File: src/rtl/uart_rx_buffer_pkg.sv
// Shared constants and width helpers for the UART receive buffer.
// Imported by the FIFO core and the buffer wrapper.
package uart_rx_buffer_pkg;

   localparam int UART_DATA_W = 8;

   // Bits needed to index n entries; the result is 0 for n <= 1.
   function automatic int clog2(input int n);
      int r;
      r = 0;
      while ((1 << r) < n) r++;
      return r;
   endfunction

endpackage

File: src/rtl/fifo_sync_fwft.sv
// Generic synchronous first-word-fall-through FIFO.
// A push into a full FIFO is accepted only when a pop happens in the same cycle.
module fifo_sync_fwft
   import uart_rx_buffer_pkg::*;
#(
   parameter int WIDTH = 8,
   parameter int DEPTH = 16,
   localparam int AW = clog2(DEPTH),
   localparam int CW = AW + 1
) (
   input  logic             clk,
   input  logic             reset,
   input  logic             clr,
   input  logic             push,
   input  logic             pop,
   input  logic [WIDTH-1:0] wr_data,
   output logic [WIDTH-1:0] rd_data,
   output logic [CW-1:0]    count,
   output logic [CW-1:0]    count_nxt,
   output logic             full,
   output logic             empty,
   output logic             pop_ok
);

   localparam logic [CW-1:0] DEPTH_C = CW'(DEPTH);

   logic [WIDTH-1:0] mem [DEPTH];
   logic [AW-1:0]    wr_ptr;
   logic [AW-1:0]    rd_ptr;
   logic             push_ok;

   assign full  = (count == DEPTH_C);
   assign empty = (count == '0);

   assign pop_ok  = pop & ~empty & ~clr;
   assign push_ok = push & ~clr & (~full | pop_ok);

   // Head is zero while empty so the output is clean out of reset.
   assign rd_data = empty ? '0 : mem[rd_ptr];

   always_comb begin
      count_nxt = count;
      if (clr) begin
         count_nxt = '0;
      end else begin
         unique case ({push_ok, pop_ok})
            2'b10:   count_nxt = count + 1'b1;
            2'b01:   count_nxt = count - 1'b1;
            default: count_nxt = count;
         endcase
      end
   end

   // When full, wr_ptr aliases rd_ptr; the head is consumed on the same edge.
   always_ff @(posedge clk) begin
      if (push_ok) mem[wr_ptr] <= wr_data;
   end

   always_ff @(posedge clk or negedge reset) begin
      if (!reset) begin
         wr_ptr <= '0;
         rd_ptr <= '0;
         count  <= '0;
      end else begin
         count <= count_nxt;
         if (clr) begin
            wr_ptr <= '0;
            rd_ptr <= '0;
         end else begin
            if (push_ok) wr_ptr <= wr_ptr + 1'b1;
            if (pop_ok)  rd_ptr <= rd_ptr + 1'b1;
         end
      end
   end

endmodule

File: src/rtl/uart_rx_buffer.sv
// UART receive byte buffer: FWFT FIFO plus overflow flag, flush and level irq.
// No combinational path runs from rx_done or rd_en to any output.
module uart_rx_buffer
   import uart_rx_buffer_pkg::*;
#(
   parameter int DEPTH     = 16,
   parameter int IRQ_LEVEL = 1,
   localparam int CW = clog2(DEPTH) + 1
) (
   input  logic                   clk,
   input  logic                   reset,
   input  logic                   rx_done,
   input  logic [UART_DATA_W-1:0] rx_data,
   input  logic                   rd_en,
   output logic [UART_DATA_W-1:0] rd_data,
   output logic                   rd_valid,
   output logic [CW-1:0]          count,
   output logic                   full,
   output logic                   overflow,
   input  logic                   clr_overflow,
   input  logic                   flush,
   output logic                   irq
);

   localparam logic [CW-1:0] IRQ_LV = CW'(IRQ_LEVEL);

   logic          push;
   logic          pop;
   logic          empty;
   logic          pop_ok;
   logic          drop;
   logic [CW-1:0] count_nxt;

   assign push = rx_done & ~flush;
   assign pop  = rd_en & ~flush;

   fifo_sync_fwft #(
      .WIDTH (UART_DATA_W),
      .DEPTH (DEPTH)
   ) u_fifo (
      .clk       (clk),
      .reset     (reset),
      .clr       (flush),
      .push      (push),
      .pop       (pop),
      .wr_data   (rx_data),
      .rd_data   (rd_data),
      .count     (count),
      .count_nxt (count_nxt),
      .full      (full),
      .empty     (empty),
      .pop_ok    (pop_ok)
   );

   assign rd_valid = ~empty;
   assign drop     = push & full & ~pop_ok;

   // A drop in the clear cycle wins so no lost byte goes unreported.
   always_ff @(posedge clk or negedge reset) begin
      if (!reset) begin
         overflow <= 1'b0;
         irq      <= 1'b0;
      end else begin
         if (drop)
            overflow <= 1'b1;
         else if (clr_overflow)
            overflow <= 1'b0;
         irq <= (count_nxt >= IRQ_LV);
      end
   end

endmodule

File: config.mk
export PLATFORM = sky130hd
export DESIGN_NAME = uart_rx_buffer
export DESIGN_NICKNAME = d
export VERILOG_FILES = /design/src/rtl/uart_rx_buffer_pkg.sv /design/src/rtl/fifo_sync_fwft.sv /design/src/rtl/uart_rx_buffer.sv
export SDC_FILE = /design/constraint.sdc
export NUM_CORES = 1
export LEC_CHECK = 0
export CAP_MARGIN = 20
export CORE_MARGIN = 5
export CORE_UTILIZATION = 54
export DETAILED_ROUTE_END_ITERATION = 10
export GPL_ROUTABILITY_DRIVEN = 0
export MAX_ROUTING_LAYER = met4
export PLACE_DENSITY = 0.76
export SLEW_MARGIN = 15
export SYNTH_ARGS = -nofsm -noshare
export SYNTH_HDL_FRONTEND = slang
export SYNTH_HIERARCHICAL = 1
export SYNTH_SLANG_ARGS = --single-unit
File: constraint.sdc
create_clock -name clk -period 2.7 [get_ports clk]
set_clock_uncertainty 0.2 [all_clocks]
set_input_delay 0.54 -clock clk [delete_from_list [all_inputs] [get_ports clk]]
set_output_delay 0.54 -clock clk [all_outputs]
set_load 0.005 [all_outputs]
==> run metrics <==
boundary pin count=31; fin. max-slew vios=0; hpwl dp=7.79 mm; Die W=115 um; ranking of synthesized cells by area=edfxtp_1 64%, mux4_2 12%, dfrtp_1 6.2%, a211oi_1 2.2%, mux2i_1 1.8%; cell seen most often among critical-path stages=a211oi_2; Yosys warning count=6; Crit. Startpoint=u_fifo/rd_ptr[1]; clock power share=0.432; global route overflow=0; Num CTS Buffers=17; Final period util=1.13; Yosys top cell area share=0.640; cell count along the critical path=7; Tot Pwr=0.00514 W; min setup slack post-route=-0.361 ns; Reg area=0.00422 sq mm; Post-Route WL=13.1 mm; Synth Area in Simple Gates=0.0564; Worst-path clk slew=0.06 ns; synthesized area per cell=17.8 sq um; HP Class=in2async; Synth Area in Compound Gates=0.0489; CP required=1.96 ns; crit path launch type=register; layout cell share with drive strength beyond 1=0.395; Switching Share=0.211; Internal=0.00406 W; CP Capture Type=primary output; Net count, final=454; Slew HR=0.492; FP Rows=38; first-pass GRT wire length=20.8 mm; slowest stage cell, crit path=mux4_2; DR DRC count=0; Psw=0.00109 W; total iterations of the first detailed-routing run=4; worst-skew pair later-pin latency=0.52 ns; largest net degree at the start of global routing=26; DRT iter0 DRCs=258; Fin. Hold Viols=0; DR vias/cell=5.79; Total GRT Usage=0.227; initial core utilization=0.552; Port Buffer Count=30; Synth area leader=edfxtp_1; crit-path leading delay family=multiplexers; diode count=0; DP Cell Count=543; fin util=0.707; Worst Reg2Reg Path Length in Cells=12; post-synthesis mux area share=0.138; max-cap violations=0; Reg power frac=0.476; CP Cell Sequence=buf_12, buf_6, mux4_2, nor2b_4, a211oi_2, a211oi_2, buf_2; initial antenna violation count=0; Peak VDD IR=579 uV; fmax=0.327 GHz; Area growth, synth to finish=28.1%; max incr delay on CP=0.51 ns; library cells used by synthesis=38; RSZ-0062 raised after global routing=true; die height=115 um; Post-CTS Hold Fix Bufs=0; vias in the first global route=3,648; clock root buffer=clkbuf_8; via count=3,377; P_leak=2.69 nW; Post-Syn Area=0.00601 sq mm; CP Buf/Inv Count=3; critical path data arrival time=2.32 ns; status=complete, but fails checks; register area share after synthesis=0.702; fillcell total=669; syn_nets=361; Synth Instances=338; WL per Instance=22.5 um; # H-tree levels=4; CTS Buffer Depth=2; Multi-input gate area=0.00185 sq mm; Post-Synth Adder-Cell Area=0.0200; Final ANT Viol Nets=0; xor/xnor cell area share of the yosys netlist=0.0117; crit path time final=3.06 ns; r2r setup slk=-0.17 ns; largest family of logic cells by synthesized area=multiplexers; Worst Path Max Fanout=5; Die ar.=0.0133 sq mm; CP Class=reg2out; Pwr Density=668 mW/mm^2; Core Region=0.0109 sq mm; critical path endpoint=rd_data[6]; Final Setup Violations=11; capturing point of the worst reg2reg path=irq; failing checks=setup timing; CTS tree=built; #FFs+latches synth=143; CTS sink count=143; pre-CTS setup slack=-0.310 ns; WHS=0.266 ns; Non-Filler Instances=583; Comb power frac=0.092; reg2reg start=u_fifo/count[2]; Slew @ Worst Pin=0.760 ns
power groups by stage:
stage | clock network [W] | registers [W] | logic [W]
2_1_floorplan | 0 | 0.00249 | 0.000188
3_3_place_gp | 0 | 0.00249 | 0.000417
3_5_place_dp | 0 | 0.00249 | 0.000424
4_1_cts | 0.00225 | 0.00245 | 0.000476
5_1_grt | 0.00238 | 0.00245 | 0.000508
6_report | 0.00222 | 0.00245 | 0.000474
how the worst min path moves through the flow:
| stage | startpoint | to | cells after the start |
|---|---|---|---|
| final | reset | u_fifo/count[2] | 1 |
| after global routing | reset | u_fifo/count[2] | 1 |
| after CTS | reset | u_fifo/count[1] | 1 |
| after detailed placement | overflow | overflow | 1 |
| after global placement | overflow | overflow | 1 |
| after floorplan | reset | irq | 0 |
layout by cell type (no fill, tap or decap), types with 3 or more instances in the layout:
master / instances
a211oi_1: 6
a211oi_2: 12
buf_12: 5
buf_2: 8
buf_4: 49
buf_6: 8
bufinv_16: 3
clkbuf_16: 16
clkdlybuf4s50_1: 20
clkinv_2: 7
dfrtp_1: 14
edfxtp_1: 128
ha_1: 6
inv_1: 9
mux2i_1: 9
mux4_2: 32
nand2_1: 8
nand2b_1: 4
nor2_1: 24
nor2b_1: 5
nor2b_4: 5
nor3_1: 5
o211ai_1: 7
o21ai_1: 4
xor2_1: 6
Yosys cell counts:
master     number
a211oi_1       18
a21o_2          1
a21oi_1         2
a31oi_1         1
a32o_1          1
and2_2          1
and2b_2         1
and3_1          1
buf_1           2
buf_2           7
buf_4           4
clkbuf_1        7
dfrtp_1        15
edfxtp_1      128
fa_1            1
ha_1            8
inv_1          10
mux2i_1        11
mux4_2         32
nand2_1         8
nand2b_1        5
nand3_1         2
nor2_1         25
nor2_2          1
nor2b_1         9
nor2b_4         1
nor3_1          7
nor4_4          1
o211ai_1        7
o21ai_0         2
o21ai_1         4
o21ai_2         2
o21bai_1        2
o2bb2ai_1       1
or3_4           1
or4_1           1
xnor2_1         2
xor2_1          6
final cells by class:
cell class | count | share of cell area
Inverter | 10 | 0.00487
Multi-Input combinational cell | 165 | 0.240
Clock inverter | 14 | 0.0195
Tap cell | 140 | 0.0227
Clock buffer | 17 | 0.0538
Sequential cell | 143 | 0.548
Timing Repair Buffer | 94 | 0.111
flip-flops by register name, summed over array words and instances (netlist names):
name           cells
u_fifo/count       5
u_fifo/mem       128
u_fifo/rd_ptr      4
irq                1
overflow           1
u_fifo/wr_ptr      4
layer usage:
layer | vias to the layer above | track usage | wire length [um]
met5 | - | - | 0
met4 | 0 | 0.0845 | 276
met3 | 21 | 0.0585 | 664
met2 | 109 | 0.375 | 7000
met1 | 1726 | 0.269 | 5190
li1 | 1521 | - | -
cell families after synthesis:
kind of cell / count (synthesis)
flops: 143
simple gates: 64
mux: 43
compound gates: 41
buf+inv: 30
fa+ha+maj: 9
xor+xnor: 8
through the flow:
stage                     TNS [ns]  cell area [sq um]
after floorplan             -0.556               6030
after global placement      -10.26               6880
after detailed placement    -13.37               6880
after CTS                    -2.97               7630
after global routing         -3.97               7700
final                        -2.90               7700
repair_timing:
item	in CTS	in global routing
buffers inserted	9	3
pin swaps	19	17
cloned	1	0
resized for setup	69	17
endpoints found under the setup margin	12	12
worst register-to-register path, delay by kind of cell, from the launching register on:
| kind | cells | cell delay, ns |
|---|---|---|
| and+or+nand+nor | 4 | 0.85 |
| AOI/OAI and AO/OA | 4 | 0.58 |
| DFF | 1 | 0.39 |
| buffers and inverters | 2 | 0.25 |
| xor gates and xnor gates | 1 | 0.15 |
| adders and majority gates | 1 | 0.31 |
(Power assumes the default switching activity.)
